## config.mk

```make
export PLATFORM = sky130hd
export DESIGN_NAME = fball_ctrl
export DESIGN_NICKNAME = d
export VERILOG_FILES = /design/src/rtl/fball_pkg.sv /design/src/rtl/fball_addr_gen.sv /design/src/rtl/fball_ctrl.sv
export SDC_FILE = /design/constraint.sdc
export NUM_CORES = 1
export LEC_CHECK = 0
export ABC_CLOCK_PERIOD_IN_PS = 8500
export BUFFER_PORTS_ARGS = -buffer_cell sky130_fd_sc_hd__buf_2
export CAP_MARGIN = 20
export CORE_MARGIN = 2
export CORE_UTILIZATION = 36
export DETAILED_ROUTE_END_ITERATION = 10
export SLEW_MARGIN = 20
export SYNTH_ARGS = -nofsm -noshare
export SYNTH_HDL_FRONTEND = slang
export SYNTH_SLANG_ARGS = --single-unit
```

## constraint.sdc

```tcl
create_clock -name Clk -period 8.5 [get_ports Clk]
set_clock_uncertainty 0.1 [all_clocks]
set_input_delay 1.7 -clock Clk [delete_from_list [all_inputs] [get_ports Clk]]
set_output_delay 1.7 -clock Clk [all_outputs]
set_load 0.005 [all_outputs]
```

## src/rtl/fball_pkg.sv

```systemverilog
// Shared constants and state encoding for the fireball controller.
// The address width covers sprite offsets 0..SIZE*SIZE-1.
package fball_pkg;

  localparam int SIZE        = 21;
  localparam int SPEED_X     = 4;
  localparam int GRAVITY     = 1;
  localparam int MAX_VY      = 6;
  localparam int BOUNCE_VY   = -6;
  localparam int MAX_BOUNCES = 3;
  localparam int POP_FRAMES  = 8;
  localparam int SCREEN_W    = 640;
  localparam int ADDR_W      = 9;

  typedef enum logic [1:0] {
    IDLE = 2'd0,
    FLY  = 2'd1,
    POP  = 2'd2
  } state_t;

endpackage

```

## src/rtl/fball_addr_gen.sv

```systemverilog
// Pixel hit test and sprite ROM address, registered one clock after DrawX/DrawY.
// Differences are unsigned, so pixels left of or above the sprite wrap and miss.
module fball_addr_gen
  import fball_pkg::*;
(
  input  logic              clk,
  input  logic              rst_n,
  input  logic [9:0]        x,
  input  logic [9:0]        y,
  input  logic [9:0]        draw_x,
  input  logic [9:0]        draw_y,
  input  logic              live,
  output logic [ADDR_W-1:0] read_address,
  output logic              is_fball
);

  logic [9:0]        dx;
  logic [9:0]        dy;
  logic              hit_d, hit_q;
  logic [ADDR_W-1:0] addr_d, addr_q;

  assign dx = draw_x - x;
  assign dy = draw_y - y;

  always_comb begin
    hit_d  = live && (dx < 10'(SIZE)) && (dy < 10'(SIZE));
    addr_d = '0;
    if (hit_d) begin
      addr_d = ADDR_W'(dy) * ADDR_W'(SIZE) + ADDR_W'(dx);
    end
  end

  always_ff @(posedge clk or negedge rst_n) begin
    if (!rst_n) begin
      hit_q  <= 1'b0;
      addr_q <= '0;
    end else begin
      hit_q  <= hit_d;
      addr_q <= addr_d;
    end
  end

  assign read_address = addr_q;
  assign is_fball     = hit_q;

endmodule

```

## src/rtl/fball_ctrl.sv

```systemverilog
// Fireball controller: launch, ballistic flight with floor bounces, pop animation.
// All motion advances on the rising edge of frame_clk, detected in the Clk domain.
module fball_ctrl
  import fball_pkg::*;
(
  input  logic       Clk,
  input  logic       Reset_n,
  input  logic       frame_clk,
  input  logic       fire,
  input  logic       dir,
  input  logic [9:0] start_x,
  input  logic [9:0] start_y,
  input  logic [9:0] floor_y,
  input  logic [9:0] DrawX,
  input  logic [9:0] DrawY,
  output logic [8:0] read_address,
  output logic       is_fball,
  output logic [1:0] sprite_sel,
  output logic       active,
  output logic [9:0] ball_x,
  output logic [9:0] ball_y
);

  localparam logic signed [4:0] VY_MAX    = 5'(MAX_VY);
  localparam logic signed [4:0] VY_GRAV   = 5'(GRAVITY);
  localparam logic signed [4:0] VY_BOUNCE = 5'(BOUNCE_VY);

  state_t            state_q, state_d;
  logic              frame_q;
  logic              tick;
  logic              dir_q, dir_d;
  logic [9:0]        x_q, x_d;
  logic [9:0]        y_q, y_d;
  logic signed [4:0] vy_q, vy_d;
  logic [1:0]        bounces_q, bounces_d;
  logic [1:0]        rot_q, rot_d;
  logic [1:0]        sel_q, sel_d;
  logic [3:0]        pop_q, pop_d;

  logic signed [4:0] vy_inc;
  logic [11:0]       y_sum;
  logic [11:0]       y_fall;
  logic              y_neg;
  logic              floor_hit;
  logic              exit_hit;

  assign tick = frame_clk & ~frame_q;

  always_comb begin
    vy_inc    = (vy_q >= VY_MAX) ? VY_MAX : vy_q + VY_GRAV;
    y_sum     = {2'b00, y_q} + {{7{vy_inc[4]}}, vy_inc};
    y_neg     = y_sum[11];
    y_fall    = y_neg ? 12'd0 : y_sum;
    floor_hit = (y_fall + 12'(SIZE)) > {2'b00, floor_y};
    // Exit is judged on the position before this tick's move.
    exit_hit  = dir_q ? (x_q < 10'(SPEED_X))
                      : (({2'b00, x_q} + 12'(SIZE + SPEED_X)) > 12'(SCREEN_W));
  end

  always_comb begin
    state_d   = state_q;
    dir_d     = dir_q;
    x_d       = x_q;
    y_d       = y_q;
    vy_d      = vy_q;
    bounces_d = bounces_q;
    rot_d     = rot_q;
    sel_d     = sel_q;
    pop_d     = pop_q;
    case (state_q)
      IDLE: begin
        if (tick && fire) begin
          state_d   = FLY;
          dir_d     = dir;
          x_d       = start_x;
          y_d       = start_y;
          vy_d      = '0;
          bounces_d = '0;
          rot_d     = '0;
          sel_d     = '0;
          pop_d     = '0;
        end
      end
      FLY: begin
        if (tick) begin
          rot_d = rot_q + 2'd1;
          if (rot_q == 2'd3) begin
            sel_d = dir_q ? sel_q - 2'd1 : sel_q + 2'd1;
          end
          if (exit_hit) begin
            state_d = IDLE;
          end else begin
            x_d = dir_q ? x_q - 10'(SPEED_X) : x_q + 10'(SPEED_X);
            if (floor_hit) begin
              y_d       = floor_y - 10'(SIZE);
              vy_d      = VY_BOUNCE;
              bounces_d = bounces_q + 2'd1;
              if (bounces_q + 2'd1 == 2'(MAX_BOUNCES)) begin
                state_d = POP;
                pop_d   = '0;
              end
            end else begin
              y_d  = y_fall[9:0];
              vy_d = y_neg ? 5'sd0 : vy_inc;
            end
          end
        end
      end
      POP: begin
        if (tick) begin
          if (pop_q == 4'(POP_FRAMES - 1)) begin
            state_d = IDLE;
            pop_d   = '0;
          end else begin
            pop_d = pop_q + 4'd1;
          end
        end
      end
      default: state_d = IDLE;
    endcase
  end

  always_ff @(posedge Clk or negedge Reset_n) begin
    if (!Reset_n) begin
      state_q   <= IDLE;
      frame_q   <= 1'b0;
      dir_q     <= 1'b0;
      x_q       <= '0;
      y_q       <= '0;
      vy_q      <= '0;
      bounces_q <= '0;
      rot_q     <= '0;
      sel_q     <= '0;
      pop_q     <= '0;
    end else begin
      state_q   <= state_d;
      frame_q   <= frame_clk;
      dir_q     <= dir_d;
      x_q       <= x_d;
      y_q       <= y_d;
      vy_q      <= vy_d;
      bounces_q <= bounces_d;
      rot_q     <= rot_d;
      sel_q     <= sel_d;
      pop_q     <= pop_d;
    end
  end

  assign active     = (state_q != IDLE);
  assign ball_x     = x_q;
  assign ball_y     = y_q;
  assign sprite_sel = sel_q;

  fball_addr_gen u_addr_gen (
    .clk          (Clk),
    .rst_n        (Reset_n),
    .x            (x_q),
    .y            (y_q),
    .draw_x       (DrawX),
    .draw_y       (DrawY),
    .live         (active),
    .read_address (read_address),
    .is_fball     (is_fball)
  );

endmodule

```

==> summary.txt <==
Drt
  • Residual DRC: 0
  • DR pass1 iterations: 5
  • Via density: roughly 5.6
  • Routed WL: between 15000 and 20000 µm
  • DR iter-0 viols: between 300 and 400
  • Antenna-violating nets left: 0
  • Avg WL per Cell: between 15 and 20 µm
  • Routed via count: 5164

Synth
  • Post-Synthesis Cells: roughly 650
  • Share of the synthesized area in the top cell type: 0.229
  • Synth warn: 0
  • Post-Syn Nets: ~790
  • Yosys cell types: 64
  • Dominant synthesized flop cell: dfrtp_1
  • Dominant cells by area after synthesis: dfrtp_1 (23%), ha_1 (15%), xnor2_1 (5.7%)
  • Dominant cell type by area after synthesis: dfrtp_1
  • Synth async-reset ratio: 1.00
  • EDFF count, synth: 0
  • Sequential share of the synthesized area: 0.229
  • Post-synthesis cell area: roughly 5400 µm²
  • #FFs+latches synth: a little under 50
  • Synthesized area per cell: roughly 8.2 µm²

Final layout
  • Antenna fix cells: 0
  • Final Cell Area: just over 6000 µm²
  • Layout cell share with drive strength beyond 1: 0.155
  • Layout area overhead: 13.8%
  • NumNets Final: approximately 860
  • Most common cell after layout, fill and taps aside: buf_2
  • Most frequent cells in the layout: buf_2 (87), inv_1 (70), ha_1 (66), dfrtp_1 (49), a21oi_1 (47)

Timing
  • Post-route clock period utilization: 0.825
  • Setup TNS: 0 ns
  • Final slew viol count: 0
  • Least-Margin Pin Slew: about 1.1 ns
  • Count of final setup violators: 0
  • Min Tclk post-route: ~7 ns
  • Worst setup margin: approximately 1.5 ns
  • Final hold violation count: 0
  • Max Fclk: roughly 140 MHz
  • RSZ-0062 raised after global routing: false
  • Slew headroom: 0.263

Run
  • Max capacitance violation total: 0

Clock network
  • H-tree levels: 2
  • CTS Buf Count: 5
  • Post-CTS setup buffer count: 0
  • Clk buf depth: 2
  • Post-cts resize count: 0
  • Cts hold-fix bufs: 0
  • Clock root buffer: clkbuf_16
  • TritonCTS clock tree: done
  • Clock Pin Slew Worst Setup and Hold Paths: 0.08 ns
  • Clock sink count: roughly 50
  • Clk_lat worst skew: ~0.31 ns

GRT
  • First-pass GRT wire length: about 26000 µm
  • Initial antenna violation count: 0
  • Grt ovf: 0
  • Largest net degree at the start of global routing: 50
  • All-layer global routing usage: 0.198
  • Vias in the first global route: 5143

Setup path
  • Data required time at the worst endpoint: about 8.6 ns
  • CP Max Fanout: 24
  • Critical path type: reg2reg
  • Startpoint Class: flip-flop
  • Buf/Inv on CP: 2
  • Most frequent CP cell: ha_1
  • CP max stage delay: approximately 0.58 ns
  • Worst Setup End Kind: flip-flop
  • Critical Path Slowest Stage Cell: ha_1
  • CP top delay family: compound AO/OA/AOI/OAI gates
  • Crit path DAT: between 7 and 8 ns

Floorplan
  • # rows: 44
  • Die H: between 100 and 150 µm
  • Core Box Area: roughly 15000 µm²
  • IO Pins: 88
  • Die Wd: between 100 and 150 µm
  • Initial Util: 0.369
  • Die ar.: 15900 µm²

Placement
  • GP Congestion: 0.923
  • Dpl ws: around 1.7 ns
  • Port Buffers: between 80 and 90
  • Area after DPL: around 6000 µm²
  • Dpl hpwl: 12100 µm

Run status
  • Status: complete, no violations

Hold path
  • Min-delay worst type: reg2reg
[path summary, 6_finish.rpt]
check	startpoint	to	slack, ns	cells past startpoint
min in group asynchronous	Reset_n	u_addr_gen.read_address[3]$_DFF_PN0_	1.39	2
max in group asynchronous	Reset_n	ball_y[9]$_DFFE_PN0P_	6.43	2
worst max register to register	vy_q[0]$_DFFE_PN0P_	pop_q[0]$_DFFE_PN0P_	1.49	25
worst min register to register	rot_q[0]$_DFFE_PN0P_	rot_q[0]$_DFFE_PN0P_	0.40	1
worst max-delay path	vy_q[0]$_DFFE_PN0P_	pop_q[0]$_DFFE_PN0P_	1.49	25
worst min-delay path	rot_q[0]$_DFFE_PN0P_	rot_q[0]$_DFFE_PN0P_	0.40	1
[area by class of cell]
class | count | area [µm²]
clock buffers | 5 | 125
flip-flops and latches | 49 | 1230
multi-input cells | 511 | 3770
well taps | 184 | 230
repair buffers | 90 | 458
fillers | 1470 | 8430
clock inverters | 3 | 25.0
inverters | 72 | 270
[cell usage after synthesis, drive strengths merged, types with 2 or more instances]
master,number
mux2,4
clkbuf,13
a221o,3
inv,70
a211oi,11
and2,3
nand2,37
buf,9
nor4,3
nor2b,14
o31ai,5
o21ai,45
nor3,38
a2111oi,4
xnor2,35
nor3b,6
a31oi,9
ha,66
a21o,10
or3,15
dfrtp,49
xor2,12
a21oi,47
nand3,21
o211ai,4
o22ai,9
fa,12
a21boi,2
or4b,2
or2,2
or4,5
nand4,4
o32ai,2
mux2i,6
o21bai,3
and3,5
a22o,3
o31a,3
o21a,7
clkinv,2
nand2b,6
nor2,35
[state kept, by name, indices dropped and copies added, names as in the netlist]
name	cells
sprite_sel	2
rot_q	2
bounces_q	2
u_addr_gen.is_fball	1
frame_q	1
vy_q	5
dir_q	1
pop_q	4
ball_y	10
u_addr_gen.read_address	9
ball_x	10
state_q	2
[kinds of logic after synthesis]
family | after synthesis | synth area share
xor gates and xnor gates | 47 | 0.0768
DFF | 49 | 0.229
adders and majority gates | 78 | 0.199
and+or+nand+nor | 199 | 0.194
muxes | 10 | 0.0196
AOI/OAI and AO/OA | 177 | 0.214
buffers and inverters | 94 | 0.0686
[stage by stage]
| step | cells | utilization | hold slack (ns) |
|---|---|---|---|
| detailed placement | 906 | 0.410 | 0.389 |
| global route | 914 | 0.420 | 0.431 |
| CTS | 914 | 0.420 | 0.402 |
| global placement | 906 | 0.410 | 0.385 |
| floorplan | 654 | - | 0.365 |
| finish | 914 | 0.420 | 0.401 |
[routing by layer]
metal,track usage,up-vias,routed length (µm)
li1,-,2497,-
met4,0.0575,0,306
met1,0.270,2461,7320
met5,0,-,0
met3,0.0361,25,849
met2,0.321,181,7110
Power is left out: the tool's default activity adds up to more than one toggle a clock period on the data nets, which glitch-free logic cannot reach.
